File: config.mk
export PLATFORM = sky130hd
export DESIGN_NAME = demux_1_4_stream
export DESIGN_NICKNAME = d
export VERILOG_FILES = /design/src/rtl/demux_1_4_stream.sv
export SDC_FILE = /design/constraint.sdc
export NUM_CORES = 1
export LEC_CHECK = 0
export ABC_AREA = 0
export CAP_MARGIN = 20
export CELL_PAD_IN_SITES_DETAIL_PLACEMENT = 1
export CELL_PAD_IN_SITES_GLOBAL_PLACEMENT = 2
export CORE_MARGIN = 3
export CORE_UTILIZATION = 22
export DETAILED_ROUTE_END_ITERATION = 12
export PLACE_DENSITY = 0.83
export SKIP_CTS_REPAIR_TIMING = 1
export SYNTH_ARGS = -nofsm -noshare
export SYNTH_HDL_FRONTEND = slang
export SYNTH_SLANG_ARGS = --single-unit
File: constraint.sdc
create_clock -name Clk -period 1.9 [get_ports Clk]
set_clock_uncertainty 0.15 [all_clocks]
set_input_delay 0.19 -clock Clk [delete_from_list [all_inputs] [get_ports Clk]]
set_output_delay 0.19 -clock Clk [all_outputs]
set_load 0.02 [all_outputs]
File: src/rtl/demux_1_4_stream.sv
// 1-to-4 stream demultiplexer with a one-entry skid-free register per output channel.
// Optional per-channel transfer counters are compiled in with DEMUX_1_4_STREAM_CNT_EN.
module demux_1_4_stream #(
   parameter int unsigned WIDTH = 8
) (
   input  logic             Clk,
   input  logic             Reset,
   input  logic [WIDTH-1:0] In_data,
   input  logic [1:0]       In_sel,
   input  logic             In_valid,
   output logic             In_ready,
   output logic [WIDTH-1:0] Out0,
   output logic [WIDTH-1:0] Out1,
   output logic [WIDTH-1:0] Out2,
   output logic [WIDTH-1:0] Out3,
   output logic [3:0]       Out_valid,
   input  logic [3:0]       Out_ready,
   output logic [15:0]      Cnt0,
   output logic [15:0]      Cnt1,
   output logic [15:0]      Cnt2,
   output logic [15:0]      Cnt3
);

   typedef enum logic {
      StEmpty = 1'b0,
      StFull  = 1'b1
   } ch_state_e;

   ch_state_e        state_q [4];
   ch_state_e        state_d [4];
   logic [WIDTH-1:0] data_q  [4];
   logic [WIDTH-1:0] data_d  [4];
   logic [3:0]       load;
   logic             accept;

   // Ready depends only on the selected channel, never on In_valid.
   always_comb begin
      In_ready = (state_q[In_sel] == StEmpty) | Out_ready[In_sel];
      accept   = In_valid & In_ready;
   end

   always_comb begin
      for (int n = 0; n < 4; n++) begin
         load[n]    = accept & (In_sel == 2'(n));
         state_d[n] = state_q[n];
         data_d[n]  = data_q[n];
         if (load[n]) begin
            // A load wins over a same-cycle drain, so the channel stays full.
            state_d[n] = StFull;
            data_d[n]  = In_data;
         end else if ((state_q[n] == StFull) && Out_ready[n]) begin
            state_d[n] = StEmpty;
         end
      end
   end

   always_ff @(posedge Clk) begin
      if (Reset) begin
         for (int n = 0; n < 4; n++) begin
            state_q[n] <= StEmpty;
            data_q[n]  <= '0;
         end
      end else begin
         for (int n = 0; n < 4; n++) begin
            state_q[n] <= state_d[n];
            data_q[n]  <= data_d[n];
         end
      end
   end

   always_comb begin
      for (int n = 0; n < 4; n++) begin
         Out_valid[n] = (state_q[n] == StFull);
      end
      Out0 = data_q[0];
      Out1 = data_q[1];
      Out2 = data_q[2];
      Out3 = data_q[3];
   end

`ifdef DEMUX_1_4_STREAM_CNT_EN
   logic [15:0] cnt_q [4];
   logic [15:0] cnt_d [4];

   // Counters wrap naturally at 16 bits.
   always_comb begin
      for (int n = 0; n < 4; n++) begin
         cnt_d[n] = cnt_q[n] + 16'(load[n]);
      end
   end

   always_ff @(posedge Clk) begin
      if (Reset) begin
         for (int n = 0; n < 4; n++) begin
            cnt_q[n] <= '0;
         end
      end else begin
         for (int n = 0; n < 4; n++) begin
            cnt_q[n] <= cnt_d[n];
         end
      end
   end

   always_comb begin
      Cnt0 = cnt_q[0];
      Cnt1 = cnt_q[1];
      Cnt2 = cnt_q[2];
      Cnt3 = cnt_q[3];
   end
`else
   always_comb begin
      Cnt0 = '0;
      Cnt1 = '0;
      Cnt2 = '0;
      Cnt3 = '0;
   end
`endif

endmodule

After elaboration in Yosys (flattened, before gate mapping)
Memory sizes are Yosys's and may differ from the RTL's.
Index checks and enable logic that the tools add are counted.
{"block": "totals", "register_bits": 0, "ramBits": 36, "in_bits": 17, "output_inout_bits": 101, "word_cells": 51, "n_memories": 2}
{"memory": "data_q", "depth": 4, "word_bits": 8, "rd": 4, "rd_clocked_by_memory_dff": 0, "write_ports": 4, "line_no": "31", "text": "logic [WIDTH-1:0] data_q [4];"}
{"memory": "state_q", "depth": 4, "word_bits": 1, "rd": 5, "rd_clocked_by_memory_dff": 0, "write_ports": 4, "line_no": "29", "text": "ch_state_e state_q [4];"}
{"block": "classes", "n_lt_le_gt_ge": 1, "eq_ne": 3, "mux": 25, "bitwise_logic": 15, "n_reduce_logical": 5}
{"operator": "8-bit two-way mux", "count": 8}
{"operator": "1-bit two-way mux", "count": 16}
{"operator": "1-bit OR", "count": 9}
{"operator": "1-bit AND", "count": 5}
{"operator": "2-bit equality test (second input constant)", "count": 2}
{"operator": "1-bit logical AND", "count": 4}
{"operator": "2-bit by 3-bit less-than comparator with 1-bit output (second input constant)", "count": 1}
{"operator": "1-bit binary-select mux with 2-bit select", "count": 1}
{"operator": "2-bit by 1-bit equality test with 1-bit output (second input constant)", "count": 1}
{"operator": "2-bit logical NOT", "count": 1}
{"operator": "1-bit NOT", "count": 1}

Longest topological paths before layout
{"block": "logic_depth", "depth_word": 7, "depth_mapped": 4}

Least setup slack after synthesis
No wires, ideal clock.
{"block": "synth_timing", "path_type": "reg2out", "from": "memory state_q[3] (netlist name)", "to": "output port In_ready", "t_arrival_ns": 0.920, "t_required_ns": 1.560, "slack_ns": 0.640, "path_stages_with_launch": 3, "n_path_buf": 0, "cell_sequence": "dfxtp_1 nand2b_1 mux4_2"}
{"element": "start: declaration", "line_no": "29"}
{"element": "end: declaration", "line_no": "11", "text": "output logic In_ready,"}

Worst setup path after layout
{"block": "layout_timing", "from": "input port Out_ready[0]", "to": "output port In_ready"}
{"block": "layout_between", "elab_chain_cells": 3}
{"element": "start: declaration", "line_no": "17", "text": "input logic [3:0] Out_ready,"}
{"element": "1-bit binary-select mux with 2-bit select", "line_no": "38", "text": "In_ready = (state_q[In_sel] == StEmpty) | Out_ready[In_sel];"}
{"element": "1-bit two-way mux (not written as such)", "line_no": "38"}
{"element": "1-bit OR", "line_no": "38"}
Every way passes these cells. The select of a mux whose other input is x is not followed.

==> impl_metrics.py <==
metrics = {
    "synthesis": {
        "ys.flop_type": "dfxtp_1",
        "yosysSeqAreaShare_pct": 36.32,
        "syn_area_per_cell_um2": 9.922,
        "synth.most_common_cell": "buf_4",
        "synth_top_area_share_pct": 36.32,
        "ys_ff_latch": 36,
        "synth_area_um2": 1984,
        "ys_types": 15,
        "netlist_instances": 200,
        "synthTopCellsByCount": "buf_4, nand2b_1, dfxtp_1",
        "ys_warn_count": 0,
        "synth_top_cell_by_area": "dfxtp_1",
        "yosys-top-cells-area": "dfxtp_1, buf_4, mux2i_1, nand2b_1, mux4_2",
        "synth-async-reset-ratio_pct": 0,
        "synth_edf_count": 0,
    },
    "final_layout": {
        "finalNonFillerCells": 370,
        "n_antenna_cell": 0,
        "layout.nets": 278,
        "area_growth_pct": 29.57,
        "postLayoutCoreUtil_pct": 29.48,
        "layout-drive-gt1-share_pct": 9.160,
        "fillers": 992,
    },
    "power_and_ir_drop": {
        "power_leakage_nw": 1.158,
        "fin_total_pwr_w": 0.001728,
        "p_per_area_nw_per_um2": 672.0,
        "vdd_drop_max_mv": 0.1928,
    },
    "place": {
        "hpwlAfterDp_um": 3570,
        "placed_cells": 362,
        "place_congestion": 0.6798,
        "port_buffers": 53,
    },
    "clock_network": {
        "cts_tree": "built",
        "cts_root_buffer": "clkbuf_8",
        "numCtsBuffers": 5,
        "clk_pin_slew_worst_paths_ns": 0.07,
        "clock-sinks": 36,
        "cts_max_level": 2,
        "clock_path_buffers": 2,
        "worst_skew_pair.late_latency_ns": 0.28,
    },
    "route": {
        "routed_via_density": 3.546,
        "wl_um": 4641,
        "wl_per_cell_um": 12.54,
        "ant_nets": 0,
        "vias": 1312,
        "dr.first_iter.drc_count": 9,
        "drt_pass1_iterations": 2,
        "drc": 0,
    },
    "floorplanning": {
        "die_area_um2": 10200,
        "fp.dieH_um": 101.0,
        "top_level_ports": 118,
        "rows": 34,
        "die_w_um": 101.0,
        "start_util_pct": 22.75,
        "coreArea_um2": 8721,
    },
    "worst_setup_path": {
        "cp_max_fo": 2,
        "start_kind": "primary input",
        "critPathArrivalTime_ns": 1.48,
        "worstSetupPathType": "primary input to output pin",
        "worstPathRequired_ns": 1.56,
        "cp-end-kind": "output pin",
    },
    "run_status": {
        "status": "completed",
    },
    "run": {
        "maxCapViolations": 0,
    },
    "sta": {
        "hold_slack_ns": 0.3255,
        "setup_violations": 0,
        "max_freq_ghz": 0.5504,
        "rsz0062_at_grt": "no",
        "post-route-min-period_ns": 1.817,
        "hold_viol_final": 0,
        "period_share_pct": 95.62,
        "drv_slew": 0,
    },
    "grt": {
        "grt_max_degree": 30,
        "antenna_found_initial": 0,
        "grt_overflow": 0,
        "grt_pass1_wl_um": 7148,
        "grt_pass1_vias": 1365,
        "grtUsageTotal_pct": 9.181,
    },
    "worst_hold_path": {
        "hold_class": "flop to flop",
    },
}
-- power breakdown --
group	switching [W]	internal, W
logic	0.000226	0.000137
clock network	0.000274	0.000296
registers	0.0000137	0.000781
-- flip-flops by register name, summed over array words and instances (netlist names) --
name	flops
data_q	32
state_q	4
-- worst max-delay path: stages --
cell             delay [ns]
clkdlybuf4s50_1        0.42
nand2b_1               0.18
mux4_2                 0.46
dlymetal6s2s_1         0.22
-- worst paths after layout --
check                             from                        end  slack [ns]  depth (start not counted)
max                       Out_ready[0]                   In_ready        0.08                          4
min          data_q[1][5]$_SDFFE_PP0P_  data_q[1][5]$_SDFFE_PP0P_        0.33                          2
max reg2reg      state_q[2]$_SDFF_PP0_  data_q[2][7]$_SDFFE_PP0P_        0.61                          5
min reg2reg  data_q[1][5]$_SDFFE_PP0P_  data_q[1][5]$_SDFFE_PP0P_        0.33                          2
-- per-stage QoR --
| step | setup slack [ns] | TNS [ns] | cell area, um^2 |
|---|---|---|---|
| after floorplan | 0.6401 | 0 | 2221 |
| after global placement | -0.2341 | -0.2341 | 2479 |
| after detailed placement | -0.2501 | -0.2501 | 2479 |
| after CTS | -0.2558 | -0.2558 | 2569 |
| after global routing | 0.04644 | 0 | 2571 |
| final | 0.08321 | 0 | 2571 |
-- area by class of cell --
class	count	area [um^2]	area share, %
Timing Repair Buffer	66	668.1	25.99
Tap cell	108	135.1	5.255
Sequential cell	36	720.7	28.03
Multi-Input combinational cell	152	957.2	37.23
Clock buffer	8	90.09	3.504
-- cell families (layout without fill, tap and decap cells) --
kind of cell | count (synthesis) | in the layout | share of synthesized area, %
buffers and inverters | 75 | 74 | 27.36
AND/OR/NAND/NOR | 51 | 51 | 17.84
flip-flops | 36 | 36 | 36.32
multiplexers | 33 | 33 | 17.28
AO/OA/AOI/OAI | 4 | 4 | 1.009
other | 1 | 64 | 0.1890
-- cell usage in the layout, fill, tap and decap left out, drive strengths merged --
cell / n
mux4: 1
nand2b: 45
nor3: 1
mux2i: 32
or3: 1
conb: 64
a21oi: 4
buf: 13
dfxtp: 36
nand4b: 2
clkbuf: 8
clkdlybuf4s50: 52
nor2b: 1
nand4: 1
dlymetal6s2s: 1
-- routing by layer --
| layer | GRT usage (%) | part of all wire (%) | up-vias |
|---|---|---|---|
| met2 | 16.05 | 49 | 68 |
| met3 | 2.353 | 8.0 | 7 |
| met4 | 3.681 | 1.6 | 0 |
| met1 | 10.63 | 41 | 604 |
| met5 | 0 | 0 | - |
| li1 | - | - | 633 |
No activity file was read; power rests on OpenSTA's default activity.
